[config.mk]
export PLATFORM = sky130hd
export DESIGN_NAME = decode_out_queue
export DESIGN_NICKNAME = d
export VERILOG_FILES = /design/src/rtl/decode_out_queue.sv
export SDC_FILE = /design/constraint.sdc
export NUM_CORES = 1
export LEC_CHECK = 0
export BUFFER_PORTS_ARGS = -buffer_cell sky130_fd_sc_hd__buf_2
export CAP_MARGIN = 20
export CORE_UTILIZATION = 30
export DETAILED_ROUTE_END_ITERATION = 12
export GPL_TIMING_DRIVEN = 0
export HOLD_SLACK_MARGIN = 0.08
export MAX_ROUTING_LAYER = met4
export SYNTH_ARGS = -nofsm -noshare
export SYNTH_HDL_FRONTEND = slang
export SYNTH_SLANG_ARGS = --single-unit
[constraint.sdc]
create_clock -name clock -period 8.4 [get_ports clock]
set_clock_uncertainty 0.05 [all_clocks]
set_input_delay 1.68 -clock clock [delete_from_list [all_inputs] [get_ports clock]]
set_output_delay 1.68 -clock clock [all_outputs]
set_load 0.05 [all_outputs]
[src/rtl/decode_out_queue.sv]
// rtl/decode_out_queue.sv - FIFO of decoded instruction bundles between decode and execute
module decode_out_queue #(
  parameter int DEPTH = 2,
  parameter int IR_W  = 16,
  parameter int PC_W  = 16,
  parameter int E_W   = 6,
  parameter int W_W   = 2,
  parameter int SC_W  = 8
) (
  input  logic                     clock,
  input  logic                     reset,
  input  logic                     flush,
  input  logic                     in_valid,
  output logic                     in_ready,
  input  logic [IR_W-1:0]          in_ir,
  input  logic [PC_W-1:0]          in_npc,
  input  logic [E_W-1:0]           in_e_control,
  input  logic [W_W-1:0]           in_w_control,
  input  logic                     in_m_control,
  output logic                     out_valid,
  input  logic                     out_ready,
  output logic [IR_W-1:0]          ir,
  output logic [PC_W-1:0]          npc_out,
  output logic [E_W-1:0]           e_control,
  output logic [W_W-1:0]           w_control,
  output logic                     m_control,
  output logic [$clog2(DEPTH):0]   count,
  output logic [SC_W-1:0]          stall_cnt
);

  localparam int AW = $clog2(DEPTH);
  localparam int CW = AW + 1;
  localparam int BW = IR_W + PC_W + E_W + W_W + 1;

  logic [BW-1:0] mem [DEPTH];
  logic [AW-1:0] wr_ptr;
  logic [AW-1:0] rd_ptr;
  logic          push;
  logic          pop;
  logic [BW-1:0] head;

  // Ready depends on registered occupancy only, so a full queue never accepts even while popping.
  assign in_ready  = (count < CW'(DEPTH));
  assign out_valid = (count != '0);
  assign push      = in_valid && in_ready;
  assign pop       = out_valid && out_ready;

  always_ff @(posedge clock or negedge reset) begin
    if (!reset) begin
      wr_ptr <= '0;
      rd_ptr <= '0;
      count  <= '0;
    end else if (flush) begin
      wr_ptr <= '0;
      rd_ptr <= '0;
      count  <= '0;
    end else begin
      if (push) wr_ptr <= wr_ptr + 1'b1;
      if (pop)  rd_ptr <= rd_ptr + 1'b1;
      case ({push, pop})
        2'b10:   count <= count + 1'b1;
        2'b01:   count <= count - 1'b1;
        default: count <= count;
      endcase
    end
  end

  always_ff @(posedge clock) begin
    if (push && !flush) begin
      mem[wr_ptr] <= {in_ir, in_npc, in_e_control, in_w_control, in_m_control};
    end
  end

  // Flush does not clear the back-pressure statistic.
  always_ff @(posedge clock or negedge reset) begin
    if (!reset) begin
      stall_cnt <= '0;
    end else if (out_valid && !out_ready && (stall_cnt != '1)) begin
      stall_cnt <= stall_cnt + 1'b1;
    end
  end

  assign head = out_valid ? mem[rd_ptr] : '0;
  assign {ir, npc_out, e_control, w_control, m_control} = head;

endmodule

======== Word level (Yosys, flattened, before mapping) ========
Memory sizes are Yosys's and may differ from the RTL's.
Cells that the tools add are included.
storage, ports and cells
  output and inout port bits .............. 53
  bits in writable memories ............... 82
  memories ................................ 1
  register bits ........................... 12
memories
  memory  words  width  rd ports  clocked after memory_dff  wr ports  line  RTL
  mem     2      41     1         0                         1         35    logic [BW-1:0] mem [DEPTH];
operators by class
  equality and inequality tests ........... 3
  add/sub/neg operators ................... 5
  order comparisons ....................... 1
  mux-type cells .......................... 9
  reductions and logical operators ........ 11
operators with widths
  operator               count
  $mux W41               1
  $add A8 B1 Y8 const B  1
  $ne A8 B8 Y1 const B   1
  $mux W1                6
  $reduce_bool A2 Y1     3
  $logic_and A1 B1 Y1    5
  $pmux W2 S2            1
  $reduce_bool A3 Y1     1
  $add A1 B1 Y1 const B  2
  $add A2 B1 Y2 const B  1
  $eq A2 B1 Y1 const B   1
  $eq A2 B2 Y1 const B   1
  $logic_not A1 Y1       2
  $lt A2 B2 Y1 const B   1
  $mux W2                1
  $sub A2 B1 Y2 const B  1

======== Longest topological paths before layout ========
  depth after elaboration ................. 5
  depth in mapped cells ................... 4
  mapped depth without buffers ............ 4

======== Worst setup path after synthesis ========
Ideal clock, no wire load.
  kind .................................... input port to flip-flop
  start point ............................. in in_valid
  end point ............................... mem mem[1][0] in the netlist's numbering, enable pin
  path buffers ............................ 0
  data arrival time ....................... 4893 ps
  path slack .............................. 2958 ps
  setup time .............................. 499 ps
  data required time ...................... 7851 ps
  stages on the path ...................... 2
  cell sequence ........................... nand2b_1 nor3b_1
on the way
  longest elaborated chain between the ends .. 4
ends and longest elaborated chain
  what                           line  RTL
  from (decl)                    13    input logic in_valid,
  $logic_and A1 B1 Y1            45    assign push = in_valid && in_ready;
  $logic_and A1 B1 Y1            69    if (push && !flush) begin
  $mux W1                        69
  $mux W1 (not written as such)  70    mem[wr_ptr] <= {in_ir, in_npc, in_e_control, in_w_control, in_m_control};
  to (decl)                      35
No other way between the ends.

======== Worst setup path after layout ========
  start point ............................. reg count[1]
  end point ............................... out ir[13]
on the way
  longest elaborated chain between the ends .. 2
ends and longest elaborated chain
  what                    line  RTL
  from (decl)             27    output logic [$clog2(DEPTH):0] count,
  from (signal assigned)  61    2'b10: count <= count + 1'b1;
  from (signal assigned)  62    2'b01: count <= count - 1'b1;
  from (signal assigned)  63    default: count <= count;
  $reduce_bool A2 Y1      44    assign out_valid = (count != '0);
  $mux W41                83    assign head = out_valid ? mem[rd_ptr] : '0;
  to (decl)               22    output logic [IR_W-1:0] ir,
No other way between the ends.

==> impl_results.md <==
- Status: completed
- WP data arrival: 1.80 ns
- Final nets: 397
- Multi-input gate area: 933.4 µm²
- Syn nets: 280
- Top-area cell type share of the netlist area: 0.6560
- # resized after CTS: 0
- CTS tree: built
- Gpl congestion: 0.7283
- Placed Cells: 507
- FILL cells: 1197
- Die width: 113.9 µm
- Non-Filler Instances: 523
- Final Hold Viols: 0
- M1 WL: 3.243 mm
- Cell area after synthesis: 0.003754 mm²
- Wirelength per Cell: 13.90 µm
- Die area: 0.01296 mm²
- Initial antenna violation count: 0
- Number of synthesized flops with an enable pin: 82
- Overall Global Routing Usage: 0.1231
- Post-synthesis sequential area ratio: 0.7360
- Pre-antenna DRT Iters: 4
- Hold buffer count at cts: 0
- Final setup fails: 0
- Number of diodes: 0
- IO Port Bufs: 98
- Drt via density: 4.306
- Sequential cell area: 0.002763 mm²
- Max_cap viols: 0
- CTS clk-pin slew, worst paths: 0.06 ns
- F_max: 0.2834 GHz
- Setup crit end kind: primary output
- Distinct cell type count after synthesis: 33
- Area growth, synth to finish: 29.07%
- Synthesis-stage register bit count: 94
- Core Box Area: 0.01211 mm²
- Met2 Wirelength: 3.638 mm
- Final setup margin: 4.871 ns
- Post-DP HPWL: 5.151 mm
- Ys flop type: edfxtp_1
- Startpoint Class: register
- Critical path class: reg -> out
- Sink Count: 94
- Proportion of layout cells with a drive suffix above 1: 0.3887
- Max Slew Vio Count: 0
- DRT Wirelength: 7.272 mm
- Worst Path Required: 6.67 ns
- Tot Pwr: 1.219 mW
- Largest net degree at the start of global routing: 15
- Dpl ws: 5.100 ns
- HP Class: reg -> reg
- Post-DRT Antenna Nets: 0
- Crit-path max FO: 10
- Top sig layer: met4
- Site Rows: 40
- Vias: 2252
- Setup TNS: 0 ns
- H-tree Lvls: 3
- Yosys warns: 0
- PwrDens: 251.6 mW/mm²
- Fraction of registers with async set/reset: 0.1277
- Commonest non-fill, non-tap cell in the layout: buf_2
- CTS Buf Count: 9
- Clock Path Buffers: 2
- Total setup buffers inserted after CTS: 0
- Slew margin rel.: 0.5362
- Initial DRC count: 141
- Worst-margin pin slew: 0.6919 ns
- Unrepaired setup endpoints after global routing: false
- Average size of a mapped cell: 16.11 µm²
- Post-route DRC: 0
- Final Hold Slack: 0.5018 ns
- Met3 wire length: 337 µm
- Lkg Pwr: 1.896 nW
- Die Ht: 113.9 µm
- Largest cells by area after synthesis: edfxtp_1 (66%), mux2i_1 (11%), dfrtp_1 (8.0%)
- Peak supply drop: 0.0001205 V
- Cell taking the most area after synthesis: edfxtp_1
- Min cycle time layout: 3.529 ns
- Fin crit share: 0.4201
- Global-route wire length before repair: 11.54 mm
- Io pins: 99
- Grt total ovfl: 0
- Clock Tree Root: clkbuf_16
- Clock Latency Late Sink: 0.33 ns
- Vias in the first global route: 2304
- Starting Density: 0.3099
- Commonest non-fill, non-tap cells in the layout: buf_2 (104), edfxtp_1 (82), nor2_1 (43), mux2i_1 (42), dfrtp_1 (12)
- Cell count after synthesis: 233
-- logic make-up after synthesis --
group	after synthesis	synth area share
AOI/OAI and AO/OA	11	0.02100
xor gates and xnor gates	7	0.01633
adders and majority gates	1	0.003333
buffers and inverters	12	0.01800
DFF	94	0.7360
muxes	44	0.1190
and+or+nand+nor	64	0.08633
-- Yosys cell counts, types with 2 or more instances --
| cell | n |
|---|---|
| nand2b_1 | 2 |
| xnor2_1 | 3 |
| dfrtp_1 | 12 |
| o21ai_0 | 2 |
| a21oi_1 | 4 |
| nand2_1 | 4 |
| buf_2 | 6 |
| edfxtp_1 | 82 |
| mux2i_1 | 42 |
| buf_4 | 4 |
| nor2_1 | 43 |
| nor2b_1 | 2 |
| xor2_1 | 4 |
| and3_1 | 3 |
| inv_1 | 2 |
-- final timing paths --
path,startpoint,to,slack [ns],cells after the start
max reg2reg,count[1],mem[1][24],6.29,5
max,count[1],ir[13],4.87,5
min reg2reg,stall_cnt[0],stall_cnt[0],0.50,1
min in group asynchronous,reset,stall_cnt[7],1.17,1
min,stall_cnt[0],stall_cnt[0],0.50,1
max in group asynchronous,reset,wr_ptr,6.90,1
-- metrics by stage --
stage          cell area (µm²)  utilization
2_1_floorplan             3754            -
3_3_place_gp              4454       0.3678
3_5_place_dp              4562       0.3767
4_1_cts                   4845       0.4000
5_1_grt                   4845       0.4000
6_report                  4845       0.4000
-- metal layers --
metal / vias up / track usage
met5: - / -
met4: 0 / 0.05714
met3: 6 / 0.03454
met2: 67 / 0.1927
met1: 1088 / 0.1479
li1: 1091 / -
-- layout make-up --
cell class,count,share of cell area
clock inverters,5,0.01033
plain buffers,10,0.01240
clock buffers,11,0.04804
repair buffers,106,0.1214
multi-input cells,127,0.1927
flip-flops and latches,94,0.5702
well taps,168,0.04339
inverters,2,0.001550
-- flip-flops by register name (all words and copies together), names as in the netlist --
register	count
wr_ptr	1
stall_cnt	8
count	2
rd_ptr	1
mem	82
-- critical path, cell delays in order, from the launching register on --
cell and delay (ns):
dfrtp_1 0.37, buf_2 0.17, nor2_2 0.32, buf_2 0.31, nor2_1 0.09, buf_2 0.22
-- where the power goes --
part / internal [mW] / leakage, nW / total, mW / switching (mW)
combinational: 0.0726 / 0.855 / 0.262 / 0.189
sequential: 0.543 / 0.906 / 0.570 / 0.0273
clock: 0.228 / 0.135 / 0.387 / 0.159
total: 0.844 / 1.90 / 1.22 / 0.375
Power figures use the tool's default switching activity.
